File: src/rtl/apb_if_pkg.sv
// Shared types for the APB requester: FSM state encoding and the registered response bundle.
package apb_if_pkg;

  localparam int unsigned PprotW   = 3;
  localparam int unsigned RspDataW = 32;

  typedef enum logic [1:0] {
    StIdle,
    StSetup,
    StAccess,
    StResp
  } apb_req_state_e;

  typedef struct packed {
    logic [RspDataW-1:0] rdata;
    logic                err;
    logic                timeout;
  } apb_rsp_t;

endpackage

File: src/rtl/apb_requester.sv
// Single-outstanding APB4 requester: one command in, SETUP/ACCESS on the bus, one response out,
// with an optional ACCESS-phase timeout.
module apb_requester
  import apb_if_pkg::*;
#(
  parameter int unsigned ADDR_W         = 32,
  parameter int unsigned DATA_W         = 32,
  parameter int unsigned TIMEOUT_CYCLES = 0
) (
  input  logic                pclk,
  input  logic                preset,
  input  logic                req_valid,
  output logic                req_ready,
  input  logic                req_write,
  input  logic [ADDR_W-1:0]   req_addr,
  input  logic [DATA_W-1:0]   req_wdata,
  input  logic [DATA_W/8-1:0] req_strb,
  input  logic [PprotW-1:0]   req_prot,
  output logic                rsp_valid,
  input  logic                rsp_ready,
  output logic [DATA_W-1:0]   rsp_rdata,
  output logic                rsp_err,
  output logic                rsp_timeout,
  output logic [ADDR_W-1:0]   paddr,
  output logic                pwrite,
  output logic [DATA_W-1:0]   pwdata,
  output logic [DATA_W/8-1:0] pstrb,
  output logic [PprotW-1:0]   pprot,
  output logic                psel,
  output logic                penable,
  input  logic                pready,
  input  logic [DATA_W-1:0]   prdata,
  input  logic                pslverr
);

  localparam int unsigned CntW = (TIMEOUT_CYCLES > 0) ? $clog2(TIMEOUT_CYCLES + 1) : 1;

  apb_req_state_e state_q, state_d;
  apb_rsp_t       rsp_q, rsp_d;
  logic [CntW-1:0] cnt_q, cnt_d;

  logic [ADDR_W-1:0]   paddr_q;
  logic                pwrite_q;
  logic [DATA_W-1:0]   pwdata_q;
  logic [DATA_W/8-1:0] pstrb_q;
  logic [PprotW-1:0]   pprot_q;

  logic accept;
  logic timeout_hit;

  assign accept      = (state_q == StIdle) && req_valid;
  assign timeout_hit = (TIMEOUT_CYCLES != 0) && (cnt_q == CntW'(TIMEOUT_CYCLES));

  always_comb begin
    state_d   = state_q;
    rsp_d     = rsp_q;
    cnt_d     = cnt_q;
    req_ready = 1'b0;
    psel      = 1'b0;
    penable   = 1'b0;
    rsp_valid = 1'b0;
    unique case (state_q)
      StIdle: begin
        req_ready = 1'b1;
        if (req_valid) begin
          cnt_d   = '0;
          state_d = StSetup;
        end
      end
      StSetup: begin
        psel    = 1'b1;
        state_d = StAccess;
      end
      StAccess: begin
        psel    = 1'b1;
        penable = 1'b1;
        // pready takes priority over an expiring timeout
        if (pready) begin
          rsp_d.rdata = '0;
          if (!pwrite_q) rsp_d.rdata[DATA_W-1:0] = prdata;
          rsp_d.err     = pslverr;
          rsp_d.timeout = 1'b0;
          state_d       = StResp;
        end else if (timeout_hit) begin
          rsp_d.rdata   = '0;
          rsp_d.err     = 1'b1;
          rsp_d.timeout = 1'b1;
          state_d       = StResp;
        end else if (cnt_q != '1) begin
          cnt_d = cnt_q + 1'b1;
        end
      end
      StResp: begin
        rsp_valid = 1'b1;
        if (rsp_ready) state_d = StIdle;
      end
    endcase
  end

  always_ff @(posedge pclk) begin
    if (preset) begin
      state_q <= StIdle;
      rsp_q   <= '0;
      cnt_q   <= '0;
    end else begin
      state_q <= state_d;
      rsp_q   <= rsp_d;
      cnt_q   <= cnt_d;
    end
  end

  always_ff @(posedge pclk) begin
    if (preset) begin
      paddr_q  <= '0;
      pwrite_q <= 1'b0;
      pwdata_q <= '0;
      pstrb_q  <= '0;
      pprot_q  <= '0;
    end else if (accept) begin
      paddr_q  <= req_addr;
      pwrite_q <= req_write;
      pwdata_q <= req_wdata;
      pstrb_q  <= req_write ? req_strb : '0;
      pprot_q  <= req_prot;
    end
  end

  assign paddr       = paddr_q;
  assign pwrite      = pwrite_q;
  assign pwdata      = pwdata_q;
  assign pstrb       = pstrb_q;
  assign pprot       = pprot_q;
  assign rsp_rdata   = rsp_q.rdata[DATA_W-1:0];
  assign rsp_err     = rsp_q.err;
  assign rsp_timeout = rsp_q.timeout;

endmodule

File: config.mk
export PLATFORM = sky130hd
export DESIGN_NAME = apb_requester
export DESIGN_NICKNAME = d
export VERILOG_FILES = /design/src/rtl/apb_if_pkg.sv /design/src/rtl/apb_requester.sv
export SDC_FILE = /design/constraint.sdc
export NUM_CORES = 1
export LEC_CHECK = 0
export ABC_AREA = 1
export CAP_MARGIN = 20
export CORE_MARGIN = 4
export CORE_UTILIZATION = 41
export DETAILED_ROUTE_END_ITERATION = 12
export GPL_TIMING_DRIVEN = 0
export HOLD_SLACK_MARGIN = 0.06
export PLACE_DENSITY = 0.93
export SLEW_MARGIN = 20
export SYNTH_ARGS = -nofsm -noshare
export SYNTH_HDL_FRONTEND = slang
export SYNTH_SLANG_ARGS = --single-unit
File: constraint.sdc
create_clock -name pclk -period 2.4 [get_ports pclk]
set_input_delay 0.36 -clock pclk [delete_from_list [all_inputs] [get_ports pclk]]
set_output_delay 0.36 -clock pclk [all_outputs]
set_load 0.05 [all_outputs]
==> results.md <==
- Outcome: completed
- DR WL/cell: 14.73 um
- Dpl cell area: a little over 6000 um^2
- Clock net sink count: between 100 and 150
- CTS Buffer Depth: 2
- Slew @ Worst Pin: approximately 550 ps
- Vias: 4013
- Largest net degree at the start of global routing: 18
- DIE WIDTH: approximately 100 um
- Fin crit share: 94.05%
- Critical Path AT: 1900 ps
- Core box area: between 9000 and 10000 um^2
- Clk slew on worst S/H paths: 100 ps
- Rel. slew slack: 63.11%
- I/O pins: 220
- Number of hold buffers added after CTS: 0
- Worst setup margin: between 100 and 150 ps
- Row cnt: 35
- DRT Pass-1 Iters: 4
- Total CTS buffers: 9
- CP startpoint kind: register
- Clock Latency Late Sink: approximately 350 ps
- Post-synthesis mux area share: 0%
- Unique cell type count in the Yosys netlist: 21
- Starting density of the core: approximately two fifths
- Final Power: about 7 mW
- Pins Over Slew Limit: 0
- First-pass GRT wire length: roughly 20 mm
- Final TNS setup: 0 ps
- CTS tree: built
- Detailed Route Iter0 Violations: approximately 150
- ANT nets after route: 0
- Final hold violations: 0
- RSZ-0062 raised after global routing: no
- Xor/xnor share of the synthesized area: 0%
- Number of H-tree levels: 3
- Setup Skew: 10.89 ps
- Largest family of logic cells by synthesized area: simple AND/OR/NAND/NOR gates
- I/O Buffers: ~220
- Final wirelength: roughly 12 mm
- Fin cells: just over 800
- Syn Inst Count: around 490
- Yosys reg bits: between 100 and 150
- Final Cell Area: approximately 6300 um^2
- Number of global-route vias before repair: roughly 4100
- DPL Wire Length: 9.857 mm
- Commonest non-fill, non-tap cell in the layout: clkdlybuf4s50_1
- Final Wtd Congestion: about 0.80
- Fin Hold WS: between 200 and 300 ps
- Setup crit end kind: primary output
- Net Count, Synth: 599
- Peak supply drop: just over 0.6 mV
- Crit path max fanout: 3
- MaxCap Viol Count: 0
- Mean area per synthesized cell: between 7 and 8 um^2
- GRT overflow: 0
- Pre-CTS WS: 518.5 ps
- Final #Nets: 827
- Chip Height: 104.8 um
- Power density cells: 1132 nW/um^2
- Post-CTS Setup Inserts: 0
- Share of layout cells above drive strength 1: about 5.7%
- Post-Place Cells: a little over 800
- CP Class: register to primary output
- Core Util, Final: between 60 and 70%
- Layout area overhead: 65.08%
- Final setup fails: 0
- Tot GR Track Use: a little over a fifth
- Synth Area in Simple Gates: a little under a quarter
- Tmin final: about 2300 ps
- Synth Area in Compound Gates: 13.75%
- WP data required: about 2000 ps
- Most frequent cells in the layout: 217 x clkdlybuf4s50_1, 142 x nor2_1, 107 x dfxtp_1, 57 x o21ai_0, 47 x nand2_1
- Syn. warnings: 0
- F_max: around 440 MHz
- Vias per inst: 4.835
- Leakage: ~2.4 nW
- Die ar.: roughly 11000 um^2
- DRC: 0
- Root buf cell: clkbuf_8
- Post-cts sizing count: 0
- # diodes: 0
- Post-synthesis sequential area ratio: between 50% and 60%
- Initial antenna violation count: 0
- Adder-Cell Fraction of Synth Area: less than 1%
- Post-Syn Area: just under 4000 um^2
- Hold WC Path Type: input port to register
==> layout make-up <==
class	count	area (um^2)
clock buffer	12	155.1
clock inverter	4	33.78
fill	690	2855
tap	111	138.9
sequential	107	2142
multi-input combinational	334	1468
timing repair buffer	217	2172
buffer	35	187.7
inverter	10	43.79
==> path summary, 6_finish.rpt <==
kind                            cells past startpoint             to  slack, ps           from
worst min register to register                      2  rsp_rdata[18]        470  rsp_rdata[18]
worst max register to register                      6     pwdata[13]        820     state_q[0]
worst max-delay path                                3           psel        140     state_q[1]
worst min-delay path                                2  rsp_rdata[22]        270         preset
==> flip-flops by register name (all words and copies together) (netlist names) <==
signal and count:
pwdata 32, pwrite 1, state_q 2, pstrb 4, pprot 3, rsp_rdata 32
paddr 32, rsp_err 1
==> critical path: stages, from the launching register on <==
cell and delay, ps:
dfxtp_1 370, inv_1 70, ha_1 290, clkdlybuf4s50_1 830
==> cells by family after synthesis <==
family          count (synthesis)
buf+inv                        45
fa+ha+maj                       3
simple gates                  225
flops                         107
other cells                     1
compound gates                105
==> synthesized netlist by cell type <==
cell / number / area (um^2)
ha_1: 3 / 37.54
buf_4: 5 / 37.54
inv_1: 7 / 26.28
o21ai_0: 57 / 285.3
inv_2: 1 / 3.750
clkinv_4: 1 / 8.760
o21ai_1: 11 / 55.05
nand2_1: 47 / 176.4
clkinv_2: 1 / 5.000
nand2_4: 1 / 11.26
a21oi_1: 36 / 180.2
buf_6: 3 / 33.78
dfxtp_1: 107 / 2142
or2_2: 1 / 6.260
clkbuf_1: 15 / 56.30
buf_2: 12 / 60.06
nor2_1: 142 / 533.0
nand3_1: 33 / 165.2
o21a_1: 1 / 7.510
nand2_2: 1 / 6.260
conb_1: 1 / 3.750
==> power breakdown <==
part	internal [mW]	leakage (nW)	switching [mW]
registers	2.17	0.879	0.202
clock network	0.444	0.0932	0.598
logic	1.26	1.43	2.51
==> layer usage <==
| metal | GRT usage (%) | vias up | part of all wire, % |
|---|---|---|---|
| met4 | 6.842 | 0 | 2.3 |
| met2 | 40.24 | 152 | 51 |
| met1 | 23.58 | 1819 | 38 |
| met5 | 0 | - | 0 |
| li1 | - | 2022 | - |
| met3 | 7.474 | 20 | 8.3 |
Note: power is estimated with default switching activity, not from simulation.
